===== src/rtl/bank_sched.sv =====
// Coefficient-bank scheduler: one shared read address per cycle across every
// NTT/INTT stage, with in-place write-back delayed by the read+butterfly latency.
module bank_sched #(
  parameter int unsigned ADDR_W     = 7,
  parameter int unsigned DEPTH      = 128,
  parameter int unsigned BF_LAT     = 4,
  parameter int unsigned NUM_STAGES = 4,
  parameter int unsigned STG_W      = 4
) (
  input  logic              clk,
  input  logic              rst_n,
  input  logic              start,
  input  logic              mode,
  input  logic              hold,
  output logic              bank_en,
  output logic              bank_ren,
  output logic              bank_wen,
  output logic [ADDR_W-1:0] rd_addr,
  output logic [ADDR_W-1:0] wr_addr,
  output logic [STG_W-1:0]  stage,
  output logic              busy,
  output logic              done
);

  localparam int unsigned WR_DLY = BF_LAT + 1;
  localparam int unsigned CNT_W  = ADDR_W + 1;

  typedef enum logic [2:0] {S_IDLE, S_READ, S_DRAIN, S_NEXT, S_DONE} state_t;

  state_t             state_q, state_d;
  logic [CNT_W-1:0]   cnt_q, cnt_d;
  logic [STG_W-1:0]   stage_q, stage_d;
  logic               mode_q, mode_d;
  logic [ADDR_W-1:0]  last_q;
  logic [WR_DLY-1:0]  pv_q;
  logic [ADDR_W-1:0]  pa_q [WR_DLY];
  logic               last_stage;

  assign last_stage = mode_q ? (stage_q == '0) : (stage_q == STG_W'(NUM_STAGES - 1));

  // cnt doubles as the drain timer, so it is cleared on entry to DRAIN
  always_comb begin
    state_d = state_q;
    cnt_d   = cnt_q;
    stage_d = stage_q;
    mode_d  = mode_q;
    case (state_q)
      S_IDLE: if (start) begin
        mode_d  = mode;
        stage_d = mode ? STG_W'(NUM_STAGES - 1) : '0;
        cnt_d   = '0;
        state_d = S_READ;
      end
      S_READ: if (!hold) begin
        if (cnt_q == CNT_W'(DEPTH - 1)) begin
          cnt_d   = '0;
          state_d = S_DRAIN;
        end else begin
          cnt_d = cnt_q + CNT_W'(1);
        end
      end
      S_DRAIN: if (!hold) begin
        if (cnt_q == CNT_W'(WR_DLY - 1)) begin
          cnt_d   = '0;
          state_d = last_stage ? S_DONE : S_NEXT;
        end else begin
          cnt_d = cnt_q + CNT_W'(1);
        end
      end
      S_NEXT: if (!hold) begin
        stage_d = mode_q ? stage_q - STG_W'(1) : stage_q + STG_W'(1);
        cnt_d   = '0;
        state_d = S_READ;
      end
      S_DONE: if (!hold) state_d = S_IDLE;
      default: state_d = S_IDLE;
    endcase
  end

  always_ff @(posedge clk or negedge rst_n) begin
    if (!rst_n) begin
      state_q <= S_IDLE;
      cnt_q   <= '0;
      stage_q <= '0;
      mode_q  <= 1'b0;
      last_q  <= '0;
    end else begin
      state_q <= state_d;
      cnt_q   <= cnt_d;
      stage_q <= stage_d;
      mode_q  <= mode_d;
      if (state_q == S_READ && !hold) last_q <= cnt_q[ADDR_W-1:0];
    end
  end

  // Write-back pipeline: {valid, addr} of every issued read, WR_DLY cycles late
  always_ff @(posedge clk or negedge rst_n) begin
    if (!rst_n) begin
      pv_q <= '0;
      for (int unsigned i = 0; i < WR_DLY; i++) pa_q[i] <= '0;
    end else if (!hold) begin
      for (int unsigned i = 1; i < WR_DLY; i++) begin
        pv_q[i] <= pv_q[i-1];
        pa_q[i] <= pa_q[i-1];
      end
      pv_q[0] <= (state_q == S_READ);
      pa_q[0] <= rd_addr;
    end
  end

  assign rd_addr  = (state_q == S_READ) ? cnt_q[ADDR_W-1:0] : last_q;
  assign wr_addr  = pa_q[WR_DLY-1];
  assign bank_wen = pv_q[WR_DLY-1] & ~hold;
  assign bank_ren = (state_q == S_READ) & ~hold;
  assign bank_en  = ((state_q == S_READ) || (state_q == S_DRAIN) || (state_q == S_NEXT)) & ~hold;
  assign busy     = (state_q != S_IDLE);
  assign done     = (state_q == S_DONE) & ~hold;
  assign stage    = stage_q;

endmodule


===== config.mk =====
export PLATFORM = sky130hd
export DESIGN_NAME = bank_sched
export DESIGN_NICKNAME = d
export VERILOG_FILES = /design/src/rtl/bank_sched.sv
export SDC_FILE = /design/constraint.sdc
export NUM_CORES = 1
export LEC_CHECK = 0
export ABC_AREA = 1
export CORE_ASPECT_RATIO = 0.6
export CORE_MARGIN = 2
export CORE_UTILIZATION = 50
export DETAILED_ROUTE_END_ITERATION = 8
export PLACE_DENSITY = 0.71
export SETUP_SLACK_MARGIN = 0.1
export SLEW_MARGIN = 20
export SYNTH_ARGS = -nofsm -noshare
export SYNTH_HDL_FRONTEND = slang
export SYNTH_SLANG_ARGS = --single-unit

===== constraint.sdc =====
create_clock -name clk -period 1.76 [get_ports clk]
set_clock_uncertainty 0.2 [all_clocks]
set_input_delay 0.352 -clock clk [delete_from_list [all_inputs] [get_ports clk]]
set_output_delay 0.352 -clock clk [all_outputs]
set_load 0.02 [all_outputs]

== Yosys cells after proc, flatten, opt, wreduce, memory -nomap -nowiden ==
Index checks and enable logic that the tools add are counted.
W data, S select, Z words.

* Output and inout port bits: 23
* Register bits: 63
* Word-level logic and storage cells: 69
* Input bits: 5

* Reductions and logical operators: 13
* Bitwise logic cells: 5
* $add $sub $neg: 3
* Equality and inequality tests: 14
* Multiplexer cells: 23

{| class="wikitable"
|+ Operators with widths
! operator !! count
|-
| $mux W8 || 6
|-
| $pmux W8 S4 || 1
|-
| $mux W3 || 8
|-
| $pmux W3 S5 || 1
|-
| $ne A2 B2 Y1 const B || 7
|-
| $mux W4 || 3
|-
| $add A8 B1 Y8 const B || 1
|-
| $eq A8 B3 Y1 const B || 1
|-
| $eq A8 B7 Y1 const B || 1
|-
| $pmux W4 S2 || 1
|-
| $mux W7 || 1
|-
| $reduce_and A7 Y1 || 1
|-
| $eq A3 B2 Y1 const B || 2
|-
| $reduce_and A5 Y1 || 1
|-
| $add A4 B1 Y4 const B || 1
|-
| $and A1 B1 Y1 || 4
|-
| $eq A4 B2 Y1 const B || 1
|-
| $logic_not A4 Y1 || 1
|-
| $reduce_bool A4 Y1 || 1
|-
| $sub A4 B1 Y4 const B || 1
|-
| $eq A3 B1 Y1 const B || 1
|-
| $eq A3 B3 Y1 const B || 1
|-
| $logic_not A3 Y1 || 1
|-
| $reduce_and A3 Y1 || 1
|-
| 9 further kinds || 10
|}

== Logic depth before layout (Yosys ltp) ==
Gate-level depths: netlist of the first run.

* Depth in word-level cells: 6
* Gate-level depth with buffers: 10
* Mapped depth without buffers: 10

== Worst setup path after synthesis of the first run ==
No wires, ideal clock.

* Path kind: register to output
* Start: register state_q[2]
* End: output rd_addr[5]
* Path buffers: 1
* Cell stages (with the launch flop): 5
* Setup slack: -0.012 ns
* Data arrival time: 1.220 ns
* Required time: 1.208 ns
* Cells stage by stage: dfrtp_1 > inv_2 > nand3_4 > buf_2 > o21ai_1

* Word-level cells in the longest chain between the ends: 2

{| class="wikitable"
|+ Ends and longest elaborated chain
! item !! RTL line !! text
|-
| from (decl) || 30 || <nowiki>state_t state_q, state_d;</nowiki>
|-
| from (signal assigned) || 88 || <nowiki>state_q <= state_d;</nowiki>
|-
| $eq A3 B1 Y1 || 111 || <nowiki>assign rd_addr = (state_q == S_READ) ? cnt_q[ADDR_W-1:0] : last_q;</nowiki>
|-
| $mux W7 || 111 ||
|-
| to (decl) || 18 || <nowiki>output logic [ADDR_W-1:0] rd_addr,</nowiki>
|}

Every way passes these cells.

== Worst setup path in the final report of the first run ==
Same ends and word-level chain as after synthesis.

==> flow_summary.rst, run 1 <==
.. list-table::
   :header-rows: 1

   * - Metric
     - Value
   * - Cell with the biggest individual delay on the critical path
     - dfrtp_1
   * - Number of DRC markers after the initial detailed-route iteration
     - 134
   * - Ports placed on the boundary
     - 28
   * - Post-detailed-route via-to-cell ratio
     - between 5 and 6
   * - Wire length of the first global-routing pass
     - 12.5 mm
   * - CTS root buf
     - clkbuf_8
   * - Area of the placeable core
     - 5680 um^2
   * - Status
     - finished, violations left
   * - Count of placed standard cells including taps
     - a little under 500
   * - CTS clk-pin slew, worst paths
     - roughly 70 ps
   * - Critical path required time
     - 1210 ps
   * - Detailed-route wire length per cell
     - approximately 14 um
   * - Total clock buffers created by CTS
     - 9
   * - Top-area cell type share of the netlist area
     - 52.5%
   * - Post-synthesis net count
     - 378
   * - Largest delay share family, worst path
     - buffers and inverters
   * - Synth Area in Adders
     - 2.34%
   * - Final Max Slew Viols
     - 0
   * - Reg2reg setup slack
     - -40 ps
   * - Final total power
     - 6.64 mW
   * - Highest Signal Layer
     - met4
   * - Maximum number of buffers from clock root to sink
     - 2
   * - CP Capture Type
     - primary output
   * - Port Buf Inserts
     - 27
   * - Launch point of the worst hold path
     - pv_q[1]
   * - Worst path setup slack after routing
     - -291 ps
   * - Async SR Flop Fraction
     - 100%
   * - R2r worst-path depth
     - 11
   * - Failing checks
     - negative setup slack
   * - Starting density of the core
     - 52.9%
   * - Fmax
     - 488 MHz
   * - Fraction of the mapped netlist area in compound gates
     - roughly 10%
   * - Slew Limit Headroom
     - 78.4%
   * - Startpoint type of the worst setup path
     - flop
   * - Die area
     - 6660 um^2
   * - Count of placed standard cells in the final layout, fillers left out
     - 534
   * - Setup_tns
     - -3030 ps
   * - Hold Path Class
     - flop to flop
   * - Synth Area in XOR/XNOR
     - 2.04%
   * - Number of H-tree branching levels
     - 3
   * - Combinational family with the most area after synthesis
     - simple AND/OR/NAND/NOR gates
   * - Delay of the slowest critical-path stage
     - approximately 400 ps
   * - Largest net degree at the start of global routing
     - 64
   * - Later-pin clock latency in the skew report
     - approximately 350 ps
   * - Worst setup path class
     - flop to primary output
   * - Worst Hold Path EP
     - pv_q[2]
   * - Most instantiated cells after synthesis
     - nand2_1 (127), dfrtp_1 (63), o21ai_0 (38)
   * - Time the worst path needs with I/O delays and setup
     - 2050 ps
   * - DIE WIDTH
     - 104 um
   * - Final-report setup violation count
     - 22
   * - HPWL after DPL
     - 4.33 mm
   * - Static Leak
     - 2.11 nW
   * - GRT Overall Usage
     - approximately a quarter
   * - Part of the cycle the worst path needs
     - 117%
   * - Number of vias after detailed routing
     - 2680
   * - Buf+Inv Stages, Crit Path
     - 3
   * - Most frequent CP cell
     - buf_6
   * - Post-place setup slack
     - -500 ps
   * - Transition time at the pin with the least slew margin
     - 325 ps
   * - Nets
     - 459
   * - Total power density per cell area
     - between 1500 and 2000 nW/um^2
   * - TritonCTS clock tree
     - done
   * - Via count of the first global-routing pass
     - 2619
   * - Layout cells sized above 1
     - approximately a third
   * - Synthesized instance count
     - 368
   * - Final Hold Viols
     - 0
   * - Residual DRC count
     - 0
   * - Number of synthesized register bits
     - between 60 and 70
   * - Cell-by-cell trace of the critical path
     - inv_2 -> nand3_4 -> buf_6 -> o21ai_4 -> buf_6
   * - Hold path depth
     - 2
   * - Antenna Violating Nets Remaining
     - 0
   * - Count of TritonRoute iterations in the first routing pass
     - 4
   * - Multiplexer share of the synthesized area
     - 0%
   * - Simple-gate portion of the synthesized area
     - 24.2%
   * - Area Overhead vs Synth
     - 43.0%
   * - Cell area after synthesis
     - 3000 um^2
   * - Count of maximum capacitance violations
     - 0
   * - CP Data Arrival Time
     - 1500 ps
   * - Met1 wire length
     - 3.57 mm
   * - Mapped Avg Cell Area
     - 8.15 um^2
   * - Routability Congestion
     - 0.852
   * - Portion of the post-synthesis area used by sequential elements
     - about 53%
   * - Total of warnings raised by yosys
     - 0
   * - Leading cell type by number of instances after synthesis
     - nand2_1
   * - Highest ir drop seen on vdd
     - 0.661 mV
   * - Capture point of the worst reg-to-reg path
     - cnt_q[7]
   * - Fillers
     - 429
   * - Post-synth EDFFs
     - 0
   * - Setup repair after global routing missed its margin
     - yes
   * - Number of clock sinks
     - between 60 and 70
   * - Total global routing overflow
     - 0
   * - Worst reg2reg path startpoint
     - state_q[1]
   * - Routed length on met2
     - 3.36 mm
   * - Cell type with the largest total area after synthesis
     - dfrtp_1
   * - Maximum net fanout on the critical path
     - 5
   * - Top post-synthesis cells by area
     - dfrtp_1 (53%), nand2_1 (16%), o21ai_0 (6.3%)
   * - Number of placement rows
     - 21
   * - Unique cell type count in the Yosys netlist
     - 26
   * - Antenna Diode Count
     - 0
   * - Wire length reported by the detailed router
     - 7.48 mm
   * - Predominant post-synthesis flop cell
     - dfrtp_1
   * - Number of antenna violations at the first check in global routing
     - 0
   * - Height of the die
     - between 60 and 70 um
   * - Sum of met3 wire segment lengths after detailed routing
     - just over 400 um
==> what timing repair did <==
| item | 4_1_cts | 5_1_grt |
|---|---|---|
| hold endpoints to repair | 63 | 0 |
| pin swaps | 22 | 17 |
| endpoints found under the setup margin | 38 | 30 |
| gates cloned | 1 | 0 |
| gates resized for setup | 146 | 36 |
| hold buffers | 1 | 0 |
| buffers inserted | 20 | 7 |
==> cell type report <==
| type | count | area (um^2) | share of cell area, % |
|---|---|---|---|
| clock inverter | 6 | 60.1 | 1.40 |
| sequential | 63 | 1580 | 36.8 |
| inverter | 42 | 171 | 3.99 |
| clock buffer | 10 | 138 | 3.21 |
| tap | 80 | 100 | 2.33 |
| timing repair buffer | 89 | 815 | 19.0 |
| multi-input combinational | 244 | 1430 | 33.3 |
==> state kept, by name (all words and copies together), names as in the netlist <==
name	cells
wr_addr	7
mode_q	1
state_q	3
pa_q	28
pv_q	5
stage	4
last_q	7
cnt_q	8
==> worst max path at each step <==
stage	from	to	depth (start not counted)
after global routing	state_q[1]	rd_addr[5]	5
final	state_q[2]	rd_addr[5]	5
after CTS	state_q[2]	rd_addr[2]	5
after floorplan	state_q[0]	rd_addr[0]	5
after detailed placement	hold	bank_ren	4
after global placement	hold	bank_ren	4
==> power by group <==
part | internal (mW) | total, mW | switching [mW]
sequential | 1.76 | 1.99 | 0.227
clock | 0.684 | 1.25 | 0.569
combinational | 1.48 | 3.40 | 1.92
total | 3.92 | 6.64 | 2.72
==> worst reg2reg max path, stage by stage, from the launching register on <==
cell and delay (ps):
dfrtp_1 400, buf_4 150, buf_8 130, nor2_4 120, buf_6 130, nand3_2 70, nand2_2 100, inv_4 60
nand3_4 140, nor2_4 80, nand2_1 70, nand2_1 60
==> logic make-up after synthesis <==
kind of cell,Yosys count
AOI/OAI and AO/OA,60
adders and majority gates,5
buffers and inverters,62
DFF,63
and+or+nand+nor,171
xor gates and xnor gates,7
==> metrics by stage <==
| stage | utilization (%) | hold slack [ps] | area, um^2 |
|---|---|---|---|
| 5_1_grt | 75.6 | 303 | 4290 |
| 4_1_cts | 73.3 | 274 | 4160 |
| 3_3_place_gp | 63.5 | 188 | 3600 |
| 6_report | 75.6 | 271 | 4290 |
| 2_1_floorplan | - | -144 | 3010 |
| 3_5_place_dp | 63.5 | 189 | 3600 |
==> layer usage <==
layer  GRT usage, %  up-vias
li1               -     1315
met1           32.2     1279
met2           38.1       69
met3           8.47       17
met4           8.11        0
met5              0        -
==> cells in the final DEF, fill, tap and decap left out, drive strengths merged, types with 2 or more instances in the layout <==
| cell type | count |
|---|---|
| nand4 | 4 |
| a21oi | 4 |
| clkbuf | 13 |
| nand3 | 19 |
| dfrtp | 63 |
| nand2 | 128 |
| inv | 41 |
| clkinv | 4 |
| ha | 4 |
| nor3 | 2 |
| dlygate4sd2 | 8 |
| o21ai | 56 |
| nor2 | 18 |
| clkinvlp | 2 |
| buf | 74 |
| xor2 | 6 |
| clkdlybuf4s50 | 2 |
No activity file was read; power rests on OpenSTA's default activity.
==> run 2, diff against run 1 <==
--- a/config.mk
+++ b/config.mk
@@ -6,6 +6,7 @@
 export NUM_CORES = 1
 export LEC_CHECK = 0
 export ABC_AREA = 1
+export ABC_CLOCK_PERIOD_IN_PS = 1760
 export CORE_ASPECT_RATIO = 0.6
 export CORE_MARGIN = 2
 export CORE_UTILIZATION = 50
==> results of run 2 <==
No change in the layout: final DEF, timing and power equal those of run 1.
==> run 3, diff against run 2 <==
--- a/config.mk
+++ b/config.mk
@@ -7,7 +7,6 @@
 export LEC_CHECK = 0
 export ABC_AREA = 1
 export ABC_CLOCK_PERIOD_IN_PS = 1760
-export CORE_ASPECT_RATIO = 0.6
 export CORE_MARGIN = 2
 export CORE_UTILIZATION = 50
 export DETAILED_ROUTE_END_ITERATION = 8
==> run 3 against run 2 <==
Compared with the run above:
- the flow still finishes with violations (negative setup slack)
- utilization shrank 5.6 points
- critical endpoint is now rd_addr[4]
- highest routed layer unchanged
- non-clock buffer count is 9 lower
- first-iteration DRC count is 5.2% higher
- power shrank 9.0%
- register-to-register slack lost 30 ps
- cell count is 2.8% lower
- combinational power decreased by 16%
- critical path type unchanged
- largest cell class unchanged
- global-route usage fell by 2.3 points
- sequential share of layout area is 1.8 points higher
- routed wire length fell by 13%
- fmax grew 2.6%
- hold slack gained 2.5 ps
==> flow_summary.rst, run 3 (synthesized netlist as in run 1, its figures left out) <==
.. list-table::
   :header-rows: 1

   * - Metric
     - Value
   * - Routability Congestion
     - 0.834 (-2.1%)
   * - Residual DRC count
     - 0 (unchanged)
   * - Detailed-route wire length per cell
     - 12.6 um (-10%)
   * - Via count of the first global-routing pass
     - 2498 (-4.6%)
   * - Final-report setup violation count
     - 19 (-14%)
   * - Antenna Diode Count
     - 0 (unchanged)
   * - Largest registers
     - pa_q: 28 flops, cnt_q: 8 flops
   * - Worst reg2reg path startpoint
     - state_q[1]
   * - Static Leak
     - 2.04 nW (-3.1%)
   * - Post-detailed-route via-to-cell ratio
     - 4.96 (-1.2%)
   * - R2r worst-path depth
     - 12 (+1)
   * - CP Data Arrival Time
     - 1450 ps (-50 ps)
   * - Count of placed standard cells in the final layout, fillers left out
     - 519 (-2.8%)
   * - Number of placement rows
     - 28 (+33%)
   * - Antenna Violating Nets Remaining
     - 0 (unchanged)
   * - Hold path depth
     - 2 (unchanged)
   * - Total global routing overflow
     - 0 (unchanged)
   * - Final Max Slew Viols
     - 0 (unchanged)
   * - TritonCTS clock tree
     - done
   * - Count of maximum capacitance violations
     - 0 (unchanged)
   * - Critical path required time
     - 1210 ps (about the same)
   * - Largest net degree at the start of global routing
     - 64 (unchanged)
   * - Capture point of the worst reg-to-reg path
     - cnt_q[6]
   * - Flip-flop count of the largest register after layout
     - 28 (unchanged)
   * - Sequential share of power
     - 32.4% (+2.5 points)
   * - Reg2reg setup slack
     - -70 ps (-30 ps)
   * - Wire length of the first global-routing pass
     - 11.1 mm (-11%)
   * - Count of TritonRoute iterations in the first routing pass
     - 4 (unchanged)
   * - Worst setup path class
     - flop to primary output
   * - Worst path setup slack after routing
     - -239 ps (+51.2 ps)
   * - Number of antenna violations at the first check in global routing
     - 0 (unchanged)
   * - HPWL after DPL
     - 4.11 mm (-5.0%)
   * - Failing checks
     - negative setup slack
   * - Commonest non-fill, non-tap cell in the layout
     - nand2_1
   * - Most frequent cells in the layout
     - nand2_1 (115), dfrtp_1 (62), buf_4 (47)
   * - Startpoint type of the worst setup path
     - flop
   * - Setup crit end
     - rd_addr[4]
   * - Height of the die
     - 81.5 um (+27%)
   * - Number of H-tree branching levels
     - 3 (unchanged)
   * - Status
     - finished, violations left
   * - Total power density per cell area
     - 1480 nW/um^2 (-4.6%)
   * - Hold Path Class
     - flop to flop
   * - Number of vias after detailed routing
     - 2573 (-4.0%)
   * - DIE WIDTH
     - 81.5 um (-22%)
   * - Wire length reported by the detailed router
     - 6.52 mm (-13%)
   * - Number of DRC markers after the initial detailed-route iteration
     - 141 (+5.2%)
   * - Later-pin clock latency in the skew report
     - 330 ps (-20 ps)
   * - Nets
     - 450 (-2.0%)
   * - Time the worst path needs with I/O delays and setup
     - 2000 ps (-51.3 ps)
   * - Maximum net fanout on the critical path
     - 8 (+3)
   * - Maximum number of buffers from clock root to sink
     - 2 (unchanged)
   * - Post-route cell area
     - 4100 um^2 (-4.6%)
   * - CP Capture Type
     - primary output
   * - Number of clock sinks
     - 63 (unchanged)
   * - Area Overhead vs Synth
     - 36.5%
   * - Total clock buffers created by CTS
     - 9 (unchanged)
   * - Slew Limit Headroom
     - 78.1% (-0.26 points)
   * - Power share of the clock group
     - 20.2% (+1.3 points)
   * - P_int
     - 3.63 mW (-7.4%)
   * - Area of the placeable core
     - 5850 um^2 (+3.1%)
   * - Ports placed on the boundary
     - 28 (unchanged)
   * - Die area
     - 6640 um^2 (-0.30%)
   * - Highest ir drop seen on vdd
     - 0.951 mV (+44%)
   * - Transition time at the pin with the least slew margin
     - 329 ps (+3.94 ps)
   * - Layout cells sized above 1
     - 28.2% (-6.6 points)
   * - CTS root buf
     - clkbuf_8
   * - Fmax
     - 500 MHz (+2.6%)
   * - Setup repair after global routing missed its margin
     - yes
   * - Part of the cycle the worst path needs
     - 114% (-2.9 points)
   * - CTS clk-pin slew, worst paths
     - 70 ps (about the same)
   * - Count of placed standard cells including taps
     - 486 (-1.8%)
   * - Placement Cell Area
     - 3570 um^2 (-1.0%)
   * - Starting density of the core
     - 51.3% (-1.6 points)
   * - Register bank with the most flops
     - pa_q
   * - Crit path launch
     - state_q[1]
   * - GRT Overall Usage
     - 22.2% (-2.3 points)
   * - Share of total power in combinational logic
     - 47.4% (-3.8 points)
   * - Switching power as a share of total power
     - 39.9% (-1.1 points)
   * - Final Hold Viols
     - 0 (unchanged)
   * - Switching power
     - 2.41 mW (-11%)
   * - Port Buf Inserts
     - 27 (unchanged)
run 3: cell type report:
type	instances	area (um^2)
Tap cell	75	93.8
Clock buffer	12	145
Timing Repair Buffer	80	704
Clock inverter	3	43.8
Sequential cell	63	1580
Multi-Input combinational cell	244	1370
Inverter	42	165
Fill cell	433	1760
run 3: per-layer routing:
| layer | share of wire (%) | GRT usage, % | up-vias |
|---|---|---|---|
| li1 | - | - | 1306 |
| met1 | 46 | 30.2 | 1208 |
| met2 | 48 | 35.4 | 48 |
| met3 | 3.3 | 3.41 | 11 |
| met4 | 2.1 | 9.49 | 0 |
| met5 | 0 | 0 | - |
run 3: through the flow:
stage	power, mW	hold WS (ps)	TNS, ps	util, %	setup slack (ps)
after global routing	6.48	296	-4390	70.0	-315
after global placement	4.11	188	-11280	61.0	-575
after floorplan	3.37	-144	0	-	85.6
final	6.04	273	-2590	70.0	-239
after CTS	5.75	274	-2540	67.6	-279
after detailed placement	4.18	192	-12640	61.0	-591
run 3: timing repair:
action	CTS	global route
resized for setup	109	32
pin swaps	17	13
setup buffers	9	8
hold endpoints to repair	63	0
setup endpoints to repair	38	35
hold buffers	1	0
cloned	1	0
run 3: power groups by stage:
| stage | combinational, mW | clock, mW | sequential [mW] |
|---|---|---|---|
| global route | 3.17 | 1.32 | 2.00 |
| global placement | 2.16 | 0 | 1.96 |
| floorplan | 1.37 | 0 | 2.00 |
| CTS | 2.55 | 1.24 | 1.95 |
| detailed placement | 2.21 | 0 | 1.97 |
| finish | 2.86 | 1.22 | 1.96 |
run 3: worst min path at each step:
stage / start / to / slack [ps]
after floorplan: rst_n / cnt_q[0] / -140
after global placement: rst_n / pa_q[33] / 190
after detailed placement: rst_n / pa_q[33] / 190
after CTS: pa_q[9] / wr_addr[2] / 270
after global routing: wr_addr[0] / wr_addr[0] / 300
final: pa_q[9] / wr_addr[2] / 270
run 3: worst max-delay path, stage by stage, from the launching register on:
cell	delay, ps
dfrtp_1	400
inv_2	90
buf_4	130
nand3_4	140
nand2_1	140
o21ai_4	80
buf_6	140
==> variant 1: new RTL, flow settings as in run 1 <==
Make the reset (`rst_n`) synchronous in 2 clocked blocks.
--- a/src/rtl/bank_sched.sv
+++ b/src/rtl/bank_sched.sv
@@ -78,5 +78,5 @@
   end
 
-  always_ff @(posedge clk or negedge rst_n) begin
+  always_ff @(posedge clk) begin
     if (!rst_n) begin
       state_q <= S_IDLE;
@@ -95,5 +95,5 @@
 
   // Write-back pipeline: {valid, addr} of every issued read, WR_DLY cycles late
-  always_ff @(posedge clk or negedge rst_n) begin
+  always_ff @(posedge clk) begin
     if (!rst_n) begin
       pv_q <= '0;
Check against the original RTL: differs if rst_n is asserted again (counterexample within 4 cycles, from zero or initial values and one cycle with rst_n low); with rst_n held inactive, the same outputs for 10 cycles.
==> variant 1 against run 1 <==
The run still ends with setup timing left; worst setup slack improved by 42 ps; sequential cell count did not move; design area fell by 3.8%; total power fell by 14%; non-clock buffer count fell by 9; clock power fell by 3%; synthesized area rose by 0.13%; core utilization fell by 2.9 points; routed wire length fell by 10%; largest cell class unchanged; highest routed layer unchanged.
==> variant 1: results (changes against run 1) <==
metric,value,unit,change
clkTransAtPathRegs,70,ps,about the same
rr_endpoint,cnt_q[5],,
crit_path_max_fanout,7,,+2
dp.cells,482,,-2.6%
p_leak,1.80,nW,-15%
worst_slack,-248,ps,+42.4 ps
min_from,cnt_q[3],,
ctsResizeCount,102,,-30%
hp-class,reg -> reg,,
grt_pass1_wl,10.9,mm,-13%
crit_path_start,state_q[2],,
arrival,1460,ps,-40 ps
post-cts-setup-buffers,11,,-45%
synthArstFlopShare,0,%,-100 points
status,"complete, but fails checks",,
hpwl,4.46,mm,+3.0%
ff2ff_path_depth,12,,+1
synth_edf_count,35,,+35
post-place-ws,-585,ps,-85.1 ps
top_regs,"pa_q x35, cnt_q x8, last_q x7",,
routed_via_density,4.82,,-3.9%
grt_max_degree,31,,-52%
drive_gt1_share,34.5,%,-0.30 points
yosys-top-cells-count,"inv_1 (67), nor2_1 (47), nand2_1 (45), edfxtp_1 (35), dfxtp_1 (28)",,
holdPathEnd,cnt_q[3],,
finalSetupTns,-1640,ps,+1390 ps
finalSetupViolCount,9,,-59%
grt_pass1_vias,2354,,-10%
synthTopCellsByArea,"edfxtp_1 (35%), dfxtp_1 (19%), inv_1 (8.4%)",,
final_nets,434,,-5.4%
drtIter0Drc,171,,+28%
multi_input_area,1190,um2,-16%
globalplace.congestion,0.889,,+4.3%
critPathCapture,rd_addr[4],,
place_area,3680,um2,+2.2%
synthFlopType,edfxtp_1,,
fill_cells,438,,+2.1%
peakVddDrop,0.817,mV,+24%
wire_per_inst,13.2,um,-6.0%
hold_slack,272,ps,+1.45 ps
crit_path_top_delay_cell,dfxtp_2,,
avgSynthCellArea,8.58,um2,+5.3%
grt_use_total,21.4,%,-3.0 points
cp_slowest_stage_delay,340,ps,-60 ps
violations,setup timing,,
worst_slew_margin_rel,82.0,%,+3.7 points
antennaDiodeCount,0,,unchanged
r2r_slack,50,ps,+90 ps
synth.distinct_cells,33,,+27%
yosysSeqAreaShare,53.6,%,+1.1 points
-- variant 1: power by group --
part	leakage [nW]	switching (mW)	internal, mW	total (mW)
clock	0.0960	0.559	0.649	1.21
sequential	0.620	0.119	1.76	1.88
combinational	1.08	1.45	1.15	2.60
-- variant 1: metal layers --
layer	up-vias	track usage (%)	part of all wire, %
li1	1255	-	-
met1	1132	28.6	49
met2	60	32.1	45
met3	8	7.96	5.8
met4	0	7.60	1.0
met5	-	0	0
-- variant 1: logic make-up (layout without fill, tap and decap cells) --
family	after synthesis	after routing	share of synthesized area [%]
flops	63	63	53.6
buf+inv	90	169	12.6
xor+xnor	3	3	0.875
simple gates	132	132	20.1
fa+ha+maj	5	5	2.33
compound gates	57	57	10.5
-- variant 1: cell type report --
cell class,count,area share (%)
clock inverters,6,1.49
flip-flops and latches,63,39.5
well taps,80,2.43
repair inverters,1,0.212
multi-input cells,197,29.0
repair buffers,80,17.4
inverters,72,6.97
clock buffers,10,3.09
==> variant 2: new RTL, flow settings as in run 1 <==
Made on the original files. Change the parameter `ADDR_W` from 7 to 8.
--- a/src/rtl/bank_sched.sv
+++ b/src/rtl/bank_sched.sv
@@ -2,5 +2,5 @@
 // NTT/INTT stage, with in-place write-back delayed by the read+butterfly latency.
 module bank_sched #(
-  parameter int unsigned ADDR_W     = 7,
+  parameter int unsigned ADDR_W     = 8,
   parameter int unsigned DEPTH      = 128,
   parameter int unsigned BF_LAT     = 4,
Ports: changed (resized rd_addr and wr_addr); port bits go from 28 to 30. No check against the original RTL was run, so the function may have changed too.
==> variant 2 against run 1 <==
The flow still finishes with violations (setup timing); synthesized area is 13% higher; non-clock buffer count rose by 1; total power rose by 23%; largest cell class unchanged; critical endpoint is now rd_addr[3]; design area grew 14%; sequential cell count grew 7; largest power group unchanged; worst setup slack gained 13 ps; routed wire length grew 33%; critical path depth is 1 higher.
==> variant 2: results (changes against run 1) <==
metric,value,unit,change
status,"complete, but fails checks",,
violations,setup timing,,
globalplace.congestion,0.903,,+6.0%
routed_via_density,5.42,,+7.9%
comb-power,4.12,mW,+21%
place_area,4040,um2,+12%
io_buffer_count,29,,+7.4%
combPwrFrac,50.3,%,-0.9 points
cp_slowest_stage_delay,370,ps,-30 ps
grt_max_degree,44,,-31%
yosys-top-cells-count,"nand2_1 (143), dfrtp_1 (70), o21ai_0 (44), inv_1 (38), nand3_1 (21)",,
drive_gt1_share,32.5,%,-2.3 points
syn-num-nets,429,,+13%
root_buffer,clkbuf_16,,
peakVddDrop,1.11,mV,+68%
finalSetupViolCount,26,,+18%
drt_pass1_iterations,5,,+1
finalSetupTns,-4150,ps,-1120 ps
crit_path_top_delay_cell,dfrtp_2,,
dp.cells,555,,+12%
synth_cells,419,,+14%
top_regs,"pa_q x32, cnt_q x9",,
grt_pass1_vias,2969,,+13%
tightest_slew,386,ps,+61.7 ps
grt_use_total,26.0,%,+1.6 points
worst_slack,-277,ps,+13.4 ps
yosysSeqAreaShare,51.5,%,-1.0 points
hpwl,5.38,mm,+24%
stdcell_count,592,,+11%
p_per_area,1670,nW/um2,+7.9%
synthTopCellsByArea,"dfrtp_1 (52%), nand2_1 (16%), o21ai_0 (6.5%)",,
drtIter0Drc,348,,+160%
-- variant 2: changes by cell type after synthesis, sizes merged, moves of 2 or more --
cell    delta
inv        +2
clkbuf     +3
nand2     +18
nand3      +5
nor2       +5
xor2       -2
dfrtp      +7
o211ai     +2
o21ai      +8
-- variant 2: worst paths after layout --
path | depth (start not counted) | slack [ps] | to | start
worst max-delay path | 6 | -280 | rd_addr[3] | state_q[0]
worst max register to register | 11 | -160 | cnt_q[5] | state_q[2]
max in group asynchronous | 3 | 610 | cnt_q[2] | rst_n
worst min-delay path | 2 | 240 | state_q[1] | rst_n
worst min register to register | 2 | 260 | wr_addr[1] | pa_q[9]
min in group clk | 2 | 260 | wr_addr[1] | pa_q[9]
-- variant 2: final cells by class --
class / instances / area share (%)
inverter: 45 / 3.93
sequential: 70 / 35.8
tap: 87 / 2.22
timing repair buffer: 90 / 17.4
clock buffer: 9 / 4.59
multi-input combinational: 284 / 34.3
clock inverter: 7 / 1.81
-- variant 2: per-layer routing --
metal	vias to the layer above	global-route usage [%]	share of wire, %
met5	-	0	0
met4	0	9.22	2.5
met3	24	6.55	7.5
met2	151	40.9	46
met1	1538	35.9	44
li1	1493	-	-
-- variant 2: kinds of logic (layout without fill, tap and decap cells) --
group / after synthesis / in the layout / share of synthesized area [%]
AO/OA/AOI/OAI: 71 / 71 / 10.8
XOR/XNOR: 5 / 5 / 1.29
flip-flops: 70 / 70 / 51.5
buffers and inverters: 68 / 151 / 9.09
AND/OR/NAND/NOR: 200 / 203 / 25.2
adder cells (fa/ha/maj): 5 / 5 / 2.06
-- variant 2: repair_timing --
item,in CTS,in global routing
resized for setup,138,45
hold buffers,1,0
endpoints found under the setup margin,41,37
setup buffers,9,9
cloned,4,0
pin swaps,15,16
hold endpoints to repair,27,0
